File: config.mk
export PLATFORM = sky130hd
export DESIGN_NAME = vga_sync
export DESIGN_NICKNAME = d
export VERILOG_FILES = /design/src/rtl/vga_sync.sv
export SDC_FILE = /design/constraint.sdc
export NUM_CORES = 1
export LEC_CHECK = 0
export ABC_AREA = 1
export BUFFER_PORTS_ARGS = -buffer_cell sky130_fd_sc_hd__buf_4
export CAP_MARGIN = 20
export CORE_UTILIZATION = 55
export DETAILED_ROUTE_END_ITERATION = 8
export GPL_ROUTABILITY_DRIVEN = 0
export MAX_ROUTING_LAYER = met4
export PLACE_DENSITY = 0.91
export SYNTH_ARGS = -nofsm -noshare
export SYNTH_HDL_FRONTEND = slang
export SYNTH_SLANG_ARGS = --single-unit
File: constraint.sdc
create_clock -name clk -period 2.2 [get_ports clk]
set_clock_uncertainty 0.1 [all_clocks]
set_input_delay 0.22 -clock clk [delete_from_list [all_inputs] [get_ports clk]]
set_output_delay 0.22 -clock clk [all_outputs]
set_load 0.01 [all_outputs]
File: src/rtl/vga_sync.sv
// VGA raster timing generator: x/y scan counters, visible-area enable, and a
// two-stage pipeline that delay-matches hsync/vsync to the registered pixel colour.
module vga_sync #(
    parameter int H_VIS  = 800,
    parameter int H_FP   = 56,
    parameter int H_SYNC = 120,
    parameter int H_BP   = 64,
    parameter int V_VIS  = 600,
    parameter int V_FP   = 37,
    parameter int V_SYNC = 6,
    parameter int V_BP   = 23,
    parameter bit HS_POL = 1'b1,
    parameter bit VS_POL = 1'b1
) (
    input  logic        clk,
    input  logic        rst,
    output logic [10:0] x,
    output logic [9:0]  y,
    output logic        en,
    output logic        frame_start,
    input  logic [5:0]  color,
    output logic [1:0]  vga_r,
    output logic [1:0]  vga_g,
    output logic [1:0]  vga_b,
    output logic        hsync,
    output logic        vsync
);
    localparam int H_TOTAL = H_VIS + H_FP + H_SYNC + H_BP;
    localparam int V_TOTAL = V_VIS + V_FP + V_SYNC + V_BP;

    localparam logic [10:0] H_LAST   = 11'(H_TOTAL - 1);
    localparam logic [10:0] H_VIS_C  = 11'(H_VIS);
    localparam logic [10:0] HS_START = 11'(H_VIS + H_FP);
    localparam logic [10:0] HS_END   = 11'(H_VIS + H_FP + H_SYNC);
    localparam logic [9:0]  V_LAST   = 10'(V_TOTAL - 1);
    localparam logic [9:0]  V_VIS_C  = 10'(V_VIS);
    localparam logic [9:0]  VS_START = 10'(V_VIS + V_FP);
    localparam logic [9:0]  VS_END   = 10'(V_VIS + V_FP + V_SYNC);

    logic [10:0] x_q, x_d;
    logic [9:0]  y_q, y_d;
    logic        en_q, en_d;
    logic        fs_q, fs_d;
    logic        hs_raw, vs_raw;
    logic        en_d1_q, hs_d1_q, vs_d1_q;
    logic [5:0]  rgb_q;
    logic        hsync_q, vsync_q;

    always_comb begin
        x_d = x_q + 11'd1;
        y_d = y_q;
        if (x_q == H_LAST) begin
            x_d = 11'd0;
            y_d = (y_q == V_LAST) ? 10'd0 : y_q + 10'd1;
        end
        // en/frame_start come from the next-state counters so they line up with x/y.
        en_d   = (x_d < H_VIS_C) && (y_d < V_VIS_C);
        fs_d   = (x_d == 11'd0) && (y_d == 10'd0);
        hs_raw = (x_q >= HS_START) && (x_q < HS_END);
        vs_raw = (y_q >= VS_START) && (y_q < VS_END);
    end

    always_ff @(posedge clk or negedge rst) begin
        if (!rst) begin
            x_q     <= H_LAST;
            y_q     <= V_LAST;
            en_q    <= 1'b0;
            fs_q    <= 1'b0;
            en_d1_q <= 1'b0;
            hs_d1_q <= 1'b0;
            vs_d1_q <= 1'b0;
            rgb_q   <= 6'd0;
            hsync_q <= ~HS_POL;
            vsync_q <= ~VS_POL;
        end else begin
            x_q     <= x_d;
            y_q     <= y_d;
            en_q    <= en_d;
            fs_q    <= fs_d;
            en_d1_q <= en_q;
            hs_d1_q <= hs_raw;
            vs_d1_q <= vs_raw;
            // Generators register colour, so it pairs with the enable one stage later.
            rgb_q   <= en_d1_q ? color : 6'd0;
            hsync_q <= hs_d1_q ~^ HS_POL;
            vsync_q <= vs_d1_q ~^ VS_POL;
        end
    end

    assign x           = x_q;
    assign y           = y_q;
    assign en          = en_q;
    assign frame_start = fs_q;
    assign vga_r       = rgb_q[5:4];
    assign vga_g       = rgb_q[3:2];
    assign vga_b       = rgb_q[1:0];
    assign hsync       = hsync_q;
    assign vsync       = vsync_q;
endmodule

==> impl_metrics.json <==
{
  "drv_cap": 0,
  "hold_depth": 3,
  "syn_to_final_growth_pct": 22.9,
  "setup_tns_ns": 0,
  "io_buffer_count": 38,
  "outcome": "completed",
  "num_rows": 21,
  "finalWirelength_um": 5100,
  "mostFrequentLayoutCells": "nand2_1, inv_1, buf_4, nor2_1, nand3_1",
  "ys_types": 26,
  "drt_iter0_drc": 148,
  "synth_edf_count": 0,
  "setup_viol": 0,
  "seq_area_frac_synth_pct": 42.1,
  "synthesis.nets": 298,
  "clk_latency_ns": 0.29,
  "relSlewSlack_pct": 72.0,
  "r2r_slack_ns": 0.14,
  "pwr-share-clk_pct": 39.5,
  "yosysWarnings": 0,
  "grt_use_total_pct": 28.8,
  "n_fill_cell": 292,
  "final_antenna_net_count": 0,
  "nNetsFinal": 346,
  "cp.arrival_ns": 2.18,
  "die_h_um": 63.1,
  "cts_root_buffer": "clkbuf_8",
  "startpoint_type": "flop",
  "min_period_ns": 2.06,
  "fmax_mhz": 486,
  "drt-wirelength-per-cell_um": 13.4,
  "rsz0062_at_grt": "false",
  "ctsHtreeMaxLevel": 2,
  "r2r_cells": 11,
  "diodes": 0,
  "share_seq_of_total_power_pct": 57.0,
  "die_width_um": 63.1,
  "layout_commonest_cell": "nand2_1",
  "place_ws_ns": 0.115,
  "whs_endpoint": "rgb_q[1]",
  "switching_share_pct": 21.9,
  "hpwlAfterDp_um": 3660,
  "setup_slack_ns": 0.141,
  "path_clk_slew_ns": 0.07,
  "pin_count": 39,
  "clock_sinks": 34,
  "comb_power_share_pct": 3.5,
  "numCtsBuffers": 5,
  "report.final.slew_viol_count": 0,
  "rr_startpoint": "x[1]",
  "ys_seq_elements": 34,
  "synth_async_sr_flop_share_pct": 100,
  "switchingPower_w": 0.000243,
  "antenna_found_initial": 0,
  "required_ns": 2.32,
  "vdd_ir_drop_max_mv": 0.302,
  "internal_power_w": 0.000868,
  "post_synth.cell_area_avg_sq_um": 7.20,
  "powerDensity_nw_per_um2": 441,
  "multiInputGateArea_sq_um": 973,
  "tightest_slew_ns": 0.419,
  "cts_tree": "done",
  "worstPathMaxFanout": 6,
  "hp-start": "color[1]",
  "reg2reg_to": "frame_start",
  "vias_per_cell": 5.32,
  "drcViolationCount": 0,
  "worstSetupEndpointType": "flop",
  "grt_max_degree": 35,
  "hold_class": "in2reg",
  "firstDrtPassIters": 5,
  "grt_first_pass_wirelength_um": 8620,
  "final.period_utilization_pct": 93.6,
  "drive_above_1_share_pct": 24.3,
  "overflow": 0,
  "register_area_sq_um": 863,
  "clockBufferDepth": 2,
  "path_class": "reg2reg",
  "initial_core_util_pct": 59.6,
  "syn_inst": 285,
  "grt_pass1_vias": 1839,
  "synth.cell_area_sq_um": 2050,
  "coreArea_sq_um": 3440,
  "ys.flop_type": "dfrtp_1",
  "via_count": 2021,
  "finalHoldViolations": 0,
  "die-area_sq_um": 3980,
  "p_leak_nw": 1.39
}
-- what timing repair did --
item / in CTS / in global routing
setup endpoints to repair: 0 / 2
buffers inserted: 0 / 3
resized for setup: 0 / 4
hold buffers: 1 / 0
hold endpoints to repair: 24 / 0
-- sequential cells by signal (all words and copies together) (netlist names) --
name,count
y,10
hs_d1_q,1
en,1
en_d1_q,1
hsync,1
rgb_q,6
x,11
vsync,1
frame_start,1
vs_d1_q,1
-- critical path: stages, from the launching register on --
cell	delay, ns
dfstp_2	0.56
ha_1	0.19
nand2_1	0.12
nor2_4	0.14
nand3_2	0.10
nor2_4	0.22
nand2_1	0.07
nand2_1	0.12
nand3_1	0.11
nor2_1	0.12
nand2_1	0.07
nor2_2	0.07
-- synth_stat cells (5+ instances only) --
library cell | instances | area (sq um)
dfstp_2 | 10 | 263
nor2_1 | 34 | 128
nand2_1 | 78 | 293
nand4_1 | 9 | 56.3
nor2_4 | 5 | 56.3
nor2_2 | 7 | 43.8
o21ai_0 | 10 | 50.1
ha_1 | 5 | 62.6
inv_1 | 57 | 214
dfrtp_1 | 24 | 601
nand3_1 | 26 | 130
-- worst max-delay path by stage --
stage	start	endpoint	slack, ns	cells after the start
finish	x[1]	frame_start	0.14	11
global route	x[1]	frame_start	0.006	11
CTS	y[0]	frame_start	0.08	11
detailed placement	y[0]	en	0.12	10
global placement	y[0]	frame_start	0.15	11
floorplan	y[0]	frame_start	0.36	12
-- cell type report --
class                           instances  share of cell area [%]
Multi-Input combinational cell        191                    38.6
Sequential cell                        34                    34.2
Timing Repair Buffer                   42                    12.6
Inverter                               59                    8.98
Clock buffer                            6                    2.88
Tap cell                               46                    2.28
Clock inverter                          2                   0.397
-- per-stage QoR --
step | power [W] | cells | util (%) | cell area [sq um] | hold slack, ns
floorplan | 0.000651 | 285 | - | 2050 | -0.176
global placement | 0.000681 | 368 | 69.4 | 2390 | 0.0821
detailed placement | 0.000683 | 368 | 69.4 | 2390 | 0.0849
CTS | 0.00112 | 377 | 72.1 | 2480 | 0.0232
global route | 0.00116 | 380 | 73.2 | 2520 | 0.0336
finish | 0.00111 | 380 | 73.2 | 2520 | 0.0223
-- kinds of logic after synthesis --
logic type / count (synthesis) / share of synthesized area (%)
fa+ha+maj: 5 / 3.05
compound gates: 16 / 4.58
flops: 34 / 42.1
buf+inv: 60 / 11.3
xor+xnor: 2 / 0.854
simple gates: 168 / 38.1
-- metal layers --
metal	share of wire (%)	GRT usage, %	vias to the layer above
met2	48	45.0	110
met4	1.1	8.43	0
li1	-	-	965
met5	0	-	-
met3	9.0	5.80	8
met1	42	37.7	938
-- power groups by stage --
stage | registers, W | clock network, W | logic [W]
floorplan | 0.000647 | 0 | 0.00000402
global placement | 0.000644 | 0 | 0.0000372
detailed placement | 0.000644 | 0 | 0.0000385
CTS | 0.000633 | 0.000446 | 0.0000399
global route | 0.000633 | 0.000482 | 0.0000445
finish | 0.000633 | 0.000439 | 0.0000394
No activity file was read; power rests on OpenSTA's default activity.
